===== config.mk =====
export PLATFORM = sky130hd
export DESIGN_NAME = alu_pipe_flat
export DESIGN_NICKNAME = d
export VERILOG_FILES = /design/src/rtl/alu_pkg.sv /design/src/rtl/alu_pipe_if.sv /design/src/rtl/alu_mul_iter.sv /design/src/rtl/alu_pipe.sv /design/src/flat_wrapper.sv
export SDC_FILE = /design/constraint.sdc
export NUM_CORES = 1
export LEC_CHECK = 0
export ABC_AREA = 1
export CORE_ASPECT_RATIO = 0.5
export CORE_MARGIN = 3
export CORE_UTILIZATION = 40
export CTS_BUF_LIST = sky130_fd_sc_hd__clkbuf_4
export DETAILED_ROUTE_END_ITERATION = 10
export GPL_TIMING_DRIVEN = 0
export MAX_ROUTING_LAYER = met4
export PLACE_DENSITY = 0.68
export SYNTH_ARGS = -nofsm -noshare
export SYNTH_HDL_FRONTEND = slang
export SYNTH_SLANG_ARGS = --single-unit

===== constraint.sdc =====
create_clock -name clk -period 3.4 [get_ports clk]
set_input_delay 0.68 -clock clk [delete_from_list [all_inputs] [get_ports clk]]
set_output_delay 0.68 -clock clk [all_outputs]
set_load 0.01 [all_outputs]

===== src/rtl/alu_pkg.sv =====
// alu_pkg: shared types and the status-flag rule for the pipelined ALU.
package alu_pkg;

  typedef enum logic [2:0] {
    OP_ADD = 3'b000,
    OP_SUB = 3'b001,
    OP_AND = 3'b010,
    OP_NOT = 3'b011,
    OP_MUL = 3'b100,
    OP_LSL = 3'b101,
    OP_ASR = 3'b110,
    OP_MOV = 3'b111
  } alu_op_t;

  typedef enum logic [1:0] {
    IDLE = 2'd0,
    MUL  = 2'd1,
    DONE = 2'd2
  } alu_state_t;

  typedef struct packed {
    logic z;
    logic n;
    logic v;
  } alu_flags_t;

  // Flags depend only on a handful of bits of result and operands, so the
  // caller passes those bits; this keeps the function independent of WIDTH.
  // a_msb2 is the bit just below the sign of A (needed for the LSL overflow).
  function automatic alu_flags_t alu_flags(
    input logic    res_zero,
    input logic    res_msb,
    input logic    a_msb,
    input logic    a_msb2,
    input logic    b_msb,
    input alu_op_t op,
    input logic    prod_ovf
  );
    alu_flags_t f;
    f.z = res_zero;
    f.n = res_msb;
    case (op)
      OP_ADD:  f.v = (a_msb == b_msb) && (res_msb != a_msb);
      OP_SUB:  f.v = (a_msb != b_msb) && (res_msb != a_msb);
      OP_MUL:  f.v = prod_ovf;
      OP_LSL:  f.v = a_msb ^ a_msb2;
      default: f.v = 1'b0;
    endcase
    return f;
  endfunction

endpackage


===== src/rtl/alu_pipe_if.sv =====
// alu_pipe_if: operand/result handshake bundle between producer, ALU and consumer.
interface alu_pipe_if #(
  parameter int WIDTH = 16
);
  logic             in_valid;
  logic             in_ready;
  logic [WIDTH-1:0] ain;
  logic [WIDTH-1:0] bin;
  logic [2:0]       aluop;
  logic             out_valid;
  logic             out_ready;
  logic [WIDTH-1:0] out;
  logic             Z;
  logic             N;
  logic             V;
  logic             busy;

  // Master: the stage issuing operations and consuming results.
  modport master (
    output in_valid, ain, bin, aluop, out_ready,
    input  in_ready, out_valid, out, Z, N, V, busy
  );

  // Slave: the ALU itself.
  modport slave (
    input  in_valid, ain, bin, aluop, out_ready,
    output in_ready, out_valid, out, Z, N, V, busy
  );
endinterface


===== src/rtl/alu_mul_iter.sv =====
// alu_mul_iter: radix-2 shift-add signed multiplier, one partial product per
// clock. Iteration 0 happens on the start edge, so done pulses in the cycle
// after the WIDTH-th partial product has been accumulated.
module alu_mul_iter #(
  parameter int WIDTH = 16
) (
  input  logic             clk,
  input  logic             reset_n,
  input  logic             start,
  input  logic [WIDTH-1:0] a,
  input  logic [WIDTH-1:0] b,
  output logic             done,
  output logic [WIDTH-1:0] prod_lo,
  output logic             ovf
);
  localparam int CW = ($clog2(WIDTH) > 4) ? $clog2(WIDTH) : 4;

  logic [2*WIDTH-1:0] acc_reg;
  logic [2*WIDTH-1:0] mcand_reg;
  logic [WIDTH-1:0]   mplier_reg;
  logic [CW-1:0]      cnt_reg;
  logic               running_reg;
  logic               done_reg;

  logic [2*WIDTH-1:0] a_ext;
  logic [2*WIDTH-1:0] term;
  logic               last;

  assign a_ext = {{WIDTH{a[WIDTH-1]}}, a};
  assign term  = mplier_reg[0] ? mcand_reg : '0;
  // B's sign bit carries weight -2^(WIDTH-1), so the final partial product is subtracted.
  assign last  = (cnt_reg == CW'(WIDTH - 1));

  // Load operands with the first partial product, then accumulate one bit per cycle.
  always_ff @(posedge clk or negedge reset_n) begin
    if (!reset_n) begin
      acc_reg     <= '0;
      mcand_reg   <= '0;
      mplier_reg  <= '0;
      cnt_reg     <= '0;
      running_reg <= 1'b0;
      done_reg    <= 1'b0;
    end else begin
      done_reg <= 1'b0;
      if (start) begin
        acc_reg     <= b[0] ? a_ext : '0;
        mcand_reg   <= a_ext << 1;
        mplier_reg  <= b >> 1;
        cnt_reg     <= CW'(1);
        running_reg <= 1'b1;
      end else if (running_reg) begin
        acc_reg    <= last ? (acc_reg - term) : (acc_reg + term);
        mcand_reg  <= mcand_reg << 1;
        mplier_reg <= mplier_reg >> 1;
        cnt_reg    <= cnt_reg + CW'(1);
        if (last) begin
          running_reg <= 1'b0;
          done_reg    <= 1'b1;
        end
      end
    end
  end

  assign done    = done_reg;
  assign prod_lo = acc_reg[WIDTH-1:0];
  assign ovf     = (acc_reg[2*WIDTH-1:WIDTH] != {WIDTH{acc_reg[WIDTH-1]}});

endmodule


===== src/rtl/alu_pipe.sv =====
// alu_pipe: handshaked ALU with registered result/flags and an optional
// iterative multiplier that stalls the input side while it runs.
module alu_pipe
  import alu_pkg::*;
#(
  parameter int WIDTH  = 16,
  parameter bit MUL_EN = 1'b1
) (
  input logic       clk,
  input logic       reset_n,
  alu_pipe_if.slave bus
);
  alu_state_t       state_reg;
  logic [WIDTH-1:0] out_reg;
  alu_flags_t       flags_reg;

  alu_op_t          op;
  logic             accept;
  logic             start_mul;
  logic [WIDTH-1:0] res_comb;
  alu_flags_t       flags_comb;
  alu_flags_t       flags_mul;

  logic             mul_done;
  logic [WIDTH-1:0] mul_lo;
  logic             mul_ovf;

  assign op        = alu_op_t'(bus.aluop);
  assign bus.in_ready = (state_reg == IDLE) || ((state_reg == DONE) && bus.out_ready);
  assign accept    = bus.in_valid && bus.in_ready;
  assign start_mul = accept && (op == OP_MUL) && MUL_EN;

  // Single-cycle result; MUL lands here only when no multiplier is built.
  always_comb begin
    res_comb = '0;
    case (op)
      OP_ADD:  res_comb = bus.ain + bus.bin;
      OP_SUB:  res_comb = bus.ain - bus.bin;
      OP_AND:  res_comb = bus.ain & bus.bin;
      OP_NOT:  res_comb = ~bus.bin;
      OP_MUL:  res_comb = '0;
      OP_LSL:  res_comb = bus.ain << 1;
      OP_ASR:  res_comb = $signed(bus.ain) >>> 1;
      OP_MOV:  res_comb = bus.bin;
      default: res_comb = '0;
    endcase
  end

  // prod_ovf tied high: on the single-cycle path MUL can only mean "not built".
  assign flags_comb = alu_flags(res_comb == '0, res_comb[WIDTH-1], bus.ain[WIDTH-1],
                                bus.ain[WIDTH-2], bus.bin[WIDTH-1], op, 1'b1);
  assign flags_mul  = alu_flags(mul_lo == '0, mul_lo[WIDTH-1], 1'b0, 1'b0, 1'b0,
                                OP_MUL, mul_ovf);

  generate
    if (MUL_EN) begin : gen_mul
      alu_mul_iter #(.WIDTH(WIDTH)) u_mul (
        .clk     (clk),
        .reset_n (reset_n),
        .start   (start_mul),
        .a       (bus.ain),
        .b       (bus.bin),
        .done    (mul_done),
        .prod_lo (mul_lo),
        .ovf     (mul_ovf)
      );
    end else begin : gen_no_mul
      assign mul_done = 1'b0;
      assign mul_lo   = '0;
      assign mul_ovf  = 1'b0;
    end
  endgenerate

  // Control FSM plus result/flag registers; results only change on entry to DONE.
  always_ff @(posedge clk or negedge reset_n) begin
    if (!reset_n) begin
      state_reg <= IDLE;
      out_reg   <= '0;
      flags_reg <= '0;
    end else begin
      case (state_reg)
        IDLE, DONE: begin
          if (accept) begin
            if (start_mul) begin
              state_reg <= MUL;
            end else begin
              state_reg <= DONE;
              out_reg   <= res_comb;
              flags_reg <= flags_comb;
            end
          end else if ((state_reg == DONE) && bus.out_ready) begin
            state_reg <= IDLE;
          end
        end
        MUL: begin
          if (mul_done) begin
            state_reg <= DONE;
            out_reg   <= mul_lo;
            flags_reg <= flags_mul;
          end
        end
        default: state_reg <= IDLE;
      endcase
    end
  end

  assign bus.out_valid = (state_reg == DONE);
  assign bus.busy      = (state_reg == MUL);
  assign bus.out       = out_reg;
  assign bus.Z         = flags_reg.z;
  assign bus.N         = flags_reg.n;
  assign bus.V         = flags_reg.v;

endmodule


===== src/flat_wrapper.sv =====
// flat-port wrapper written by rule: the top's interface ports become plain ports
module alu_pipe_flat import alu_pkg::*;
#(
  parameter int WIDTH  = 16,
  parameter bit MUL_EN = 1'b1
)
  (clk, reset_n, bus_in_valid, bus_ain, bus_bin, bus_aluop, bus_out_ready, bus_in_ready, bus_out_valid, bus_out, bus_Z, bus_N, bus_V, bus_busy);
  alu_pipe_if #(.WIDTH(WIDTH)) bus_i ();
  input logic clk;
  input logic reset_n;
  input wire logic [$bits(bus_i.in_valid)-1:0] bus_in_valid;
  input wire logic [$bits(bus_i.ain)-1:0] bus_ain;
  input wire logic [$bits(bus_i.bin)-1:0] bus_bin;
  input wire logic [$bits(bus_i.aluop)-1:0] bus_aluop;
  input wire logic [$bits(bus_i.out_ready)-1:0] bus_out_ready;
  output wire logic [$bits(bus_i.in_ready)-1:0] bus_in_ready;
  output wire logic [$bits(bus_i.out_valid)-1:0] bus_out_valid;
  output wire logic [$bits(bus_i.out)-1:0] bus_out;
  output wire logic [$bits(bus_i.Z)-1:0] bus_Z;
  output wire logic [$bits(bus_i.N)-1:0] bus_N;
  output wire logic [$bits(bus_i.V)-1:0] bus_V;
  output wire logic [$bits(bus_i.busy)-1:0] bus_busy;
  assign bus_i.in_valid = bus_in_valid;
  assign bus_i.ain = bus_ain;
  assign bus_i.bin = bus_bin;
  assign bus_i.aluop = bus_aluop;
  assign bus_i.out_ready = bus_out_ready;
  assign bus_in_ready = bus_i.in_ready;
  assign bus_out_valid = bus_i.out_valid;
  assign bus_out = bus_i.out;
  assign bus_Z = bus_i.Z;
  assign bus_N = bus_i.N;
  assign bus_V = bus_i.V;
  assign bus_busy = bus_i.busy;
  alu_pipe #(.WIDTH(WIDTH), .MUL_EN(MUL_EN)) u_core (.clk(clk), .reset_n(reset_n), .bus(bus_i));
endmodule

== Word level (Yosys, flattened, before mapping) ==
Cells that the tools add are included.
Word-level totals
  register bits: 107
  output and inout bits: 22
Operators by class
  $add $sub $neg: 5
  eq/ne operators: 18
  mux-type cells: 32
  bitwise logic cells: 3
  reduce and logical (&&, ||, !) cells: 15
Operator list (count)
  32-bit two-way mux: 7
  16-bit case mux with 8 select lines: 1
  16-bit two-way mux: 5
  32-bit adder: 1
  16-bit logical NOT: 2
  16-bit case mux with 2 select lines: 1
  32-bit subtractor: 1
  16-bit adder: 1
  16-bit bitwise AND: 1
  16-bit inequality test: 1
  16-bit NOT: 1
  16-bit subtractor: 1
  3-bit == test (second input constant): 4
  3-bit two-way mux: 3
  2-bit two-way mux: 4
  4-bit two-way mux: 2
  3-bit by 2-bit == test with 1-bit output (second input constant): 2
  1-bit two-way mux: 6
  3-bit case mux with 2 select lines: 1
  1-bit logical AND: 5
  4-bit by 1-bit adder with 4-bit output (second input constant): 1
  4-bit == test (second input constant): 1
  2-bit by 1-bit inequality test with 1-bit output (second input constant): 2
  1-bit case mux with 4 select lines: 1
  16 further kinds: 18

== Longest topological paths before layout ==
  word-level depth: 8
  mapped depth: 29

== Modules after synthesis ==
From an unflattened synthesis, not the netlist that was laid out.
Second synthesis, totals
  cell total of the unflattened synthesis: 1593
  area total of the unflattened synthesis: 10100.9 sq um
By module, submodules not included
  alu_mul_iter: instances 1, cells an instance 1041, area each 6994.2 sq um, seq. area each 2102.0 sq um
  alu_pipe: instances 1, cells an instance 552, area each 3106.7 sq um, seq. area each 500.5 sq um

== Worst setup path before layout ==
No wires, ideal clock.
  kind: reg-to-reg
  start point: reg u_core.gen_mul.u_mul.mplier_reg[0]
  end point: reg u_core.gen_mul.u_mul.acc_reg[31]
  library setup time: 0.082 ns
  arrival: 3.068 ns
  setup slack: 0.249 ns
  stages on the path, launching flop included: 21
  path buffers: 1
  period minus slack after synthesis: 3.151 ns
  cells stage by stage: dfrtp_1 -> buf_6 -> nand2_2 -> ha_1 -> nand3_1 -> nor3_2 -> nand2_2 -> o31ai_4 -> o21a_4 -> nand2_1 -> xor2_1 -> ha_1 -> inv_1 -> nor3_1 -> nand2_1 -> or2_2 -> nand3_1 -> inv_1 -> nand2_1 -> nand3_1 -> a22oi_2
On the way
  longest elaborated chain between the ends: 5
RTL lines
  start: declaration: RTL line alu_mul_iter.sv:20  | logic [WIDTH-1:0] mplier_reg;
  start signal: assignment: RTL line alu_mul_iter.sv:48  | mplier_reg <= b >> 1;
  start signal: assignment: RTL line alu_mul_iter.sv:54  | mplier_reg <= mplier_reg >> 1;
  32-bit two-way mux *: RTL line alu_mul_iter.sv:30  | assign term = mplier_reg[0] ? mcand_reg : '0;
  32-bit adder / 32-bit subtractor (equally long branches): RTL line alu_mul_iter.sv:52  | acc_reg <= last ? (acc_reg - term) : (acc_reg + term);
  32-bit two-way mux *: RTL line alu_mul_iter.sv:52
  32-bit two-way mux *: RTL line alu_mul_iter.sv:51  | end else if (running_reg) begin
  32-bit two-way mux *: RTL line alu_mul_iter.sv:45  | if (start) begin
  end signal: assignment: RTL line alu_mul_iter.sv:46  | acc_reg <= b[0] ? a_ext : '0;
  end signal: assignment: RTL line alu_mul_iter.sv:52
  end: declaration: RTL line alu_mul_iter.sv:18  | logic [2*WIDTH-1:0] acc_reg;
Every way passes the cells marked *; elsewhere a longest branch is shown, timed or not. The select of a mux whose other input is x is not followed.
A chain may end at the register's enable or synchronous reset.

== Final worst setup path ==
  start point: reg u_core.gen_mul.u_mul.mplier_reg[0]
  end point: reg u_core.gen_mul.u_mul.acc_reg[30]
Same word-level chain as after synthesis.

==> results.yml <==
critical_path:
  start_kind: "flop"
  end_kind: "flop"
  cp_max_fo: 10
  required_ns: 3.85
  arrival_ns: 3.92
  crit_type: "reg2reg"
finish:
  largest_reg_flops: 32
  drive_gt1_share_pct: 17.71
  syn2layout_area_growth_pct: 24.41
  fin_nets: 1707
  design_area_um2: 12020
route:
  wl_per_cell_um: 17.25
  viasPerCell: 5.505
  dr_total_vias: 10620
  ant_nets: 0
  firstDrtPassIters: 9
  drc: 0
  wl_mm: 33.28
  drt_iter0_drc: 1143
cts:
  root_buffer: "clkbuf_4"
  postCtsHoldBufs: 0
  numCtsBuffers: 9
  htreeDepth: 3
  tritoncts: "yes"
  path_clk_slew_ns: 0.18
  cts_num_sinks: 104
  clock_path_buffers: 2
  insertion_delay_ns: 0.50
synth:
  yosys.cell_types.count: 55
  synth_top_area_cell: "dfrtp_1"
  ys_seq_elements: 104
  yosys_warnings: 0
  synth_nets: 1592
  synth_cells: 1501
  synthTopCellsByArea: "dfrtp_1 (27%), nand2_1 (14%), inv_1 (8.1%)"
  synth_area_per_cell_um2: 6.437
  ys_seq_area_share_pct: 26.94
  synth_ff_type: "dfrtp_1"
  synthTopCellsByCount: "nand2_1 (360), inv_1 (208), nor2_1 (160), a21oi_1 (129), o21ai_0 (127)"
  synth_edf_count: 0
  async_flop_share_pct: 100.0
  synth_top_area_share_pct: 26.94
  syn_area_um2: 9662
  yosysMostFrequentCell: "nand2_1"
sta:
  setup_viol: 2
  fmax_mhz: 288.5
  rsz0062_at_grt: "yes"
  slew_headroom_pct: 47.57
  period_minus_slack_ns: 3.466
  finalHoldViolations: 0
  whs_ns: 0.1261
  tightestPinTransition_ns: 0.7864
  finClkSkew_ns: 0.01531
  fin_crit_sh_pct: 101.9
  finalSetupTns_ns: -0.08196
  postLayoutSetupSlackWorst_ns: -0.06620
  drv_slew: 0
outcome:
  status: "finished, violations left"
  failed_checks: "setup timing"
global_route:
  overflow: 0
  grt_usage_pct: 25.68
  grt_max_degree: 70
  grt_pass1_vias: 9572
  grt_pass1_wl_mm: 51.38
  antenna_found_initial: 1
floorplanning:
  initial_core_util_pct: 41.51
  die_area_um2: 26170
  ios: 61
  die_h_um: 115.9
  row_count: 39
  core_area_um2: 23280
  die_x_um: 225.8
place:
  postPlaceCellArea_um2: 10670
  hpwl_mm: 25.37
  io_buffers: 60
  post-place-ws_ns: -0.9721
  gp_congestion: 0.9649
min_path:
  hp-class: "in2async"
job:
  maxCapViolations: 0
## per-stage QoR
| step | utilization (%) | instances |
|---|---|---|
| 2_1_floorplan | - | 1501 |
| 3_3_place_gp | 45.74 | 1868 |
| 3_5_place_dp | 45.85 | 1869 |
| 4_1_cts | 47.29 | 1894 |
| 5_1_grt | 51.64 | 1929 |
| 6_report | 51.64 | 1929 |
## critical path, stage by stage, from the launching register on
cell	delay, ns
dfrtp_1	0.44
buf_12	0.17
buf_4	0.14
buf_6	0.13
nand2_1	0.12
nand4_2	0.15
nor2_1	0.14
nand3_1	0.17
o21ai_0	0.26
xnor2_1	0.20
ha_1	0.34
nand2_1	0.16
inv_1	0.08
a21boi_1	0.24
o21ai_1	0.11
a21oi_2	0.15
nand2_1	0.09
nand2_1	0.09
nand3_2	0.08
a21oi_2	0.16
## layout by cell type (no fill, tap or decap), types with 21 or more instances in the layout
master and instances:
nand4_1 21, nand2_1 329, inv_1 202, a21oi_1 97, buf_4 45, ha_1 30
nor2_1 145, clkdlybuf4s50_1 46, clkbuf_1 21, dfrtp_1 104, o21ai_0 108, a21oi_2 34
nand3_1 67, xor2_1 38, nand2_2 35
## repair_timing
item | 4_1_cts | 5_1_grt
endpoints found under the hold margin | 0 | 0
setup endpoints to repair | 32 | 29
gates cloned | 0 | 1
resized for setup | 38 | 198
pin swaps | 8 | 68
buffers inserted | 9 | 33
## final timing paths
check / startpoint / end / slack (ns) / depth (start not counted)
worst min register to register: u_core.gen_mul.u_mul.done / u_core.state_reg[0] / 0.50 / 1
min in group clk: u_core.gen_mul.u_mul.done / u_core.state_reg[0] / 0.50 / 1
worst min-delay path: reset_n / u_core.gen_mul.u_mul.mcand_reg[27] / 0.13 / 1
max in group asynchronous: reset_n / u_core.gen_mul.u_mul.acc_reg[11] / 2.54 / 2
worst max-delay path: u_core.gen_mul.u_mul.mplier_reg[0] / u_core.gen_mul.u_mul.acc_reg[30] / -0.07 / 19
worst max register to register: u_core.gen_mul.u_mul.mplier_reg[0] / u_core.gen_mul.u_mul.acc_reg[30] / -0.07 / 19
## routing by layer
layer | track usage [%] | vias to the layer above | share of wire [%]
met5 | - | - | 0
met4 | 7.566 | 0 | 2.9
met3 | 2.860 | 81 | 7.5
met2 | 39.31 | 453 | 44
met1 | 35.94 | 4934 | 45
li1 | - | 5151 | -
## kinds of logic after synthesis
kind of cell	share of synthesized area [%]
and+or+nand+nor	30.95
AOI/OAI and AO/OA	19.75
buffers and inverters	10.83
DFF	26.94
adders and majority gates	6.812
xor gates and xnor gates	4.623
muxes	0.1036
## cell type report
cell class | instances | area [um^2]
fillers | 2266 | 11260
multi-input cells | 1135 | 6814
flip-flops and latches | 104 | 2603
repair buffers | 104 | 968.4
inverters | 217 | 820.8
well taps | 307 | 384.1
plain buffers | 45 | 251.5
clock inverters | 6 | 101.3
clock buffers | 10 | 75.07
diodes | 1 | 2.502
Power is not shown: default switching activity piles up to over one toggle a cycle in this logic, so the estimate is an artifact.
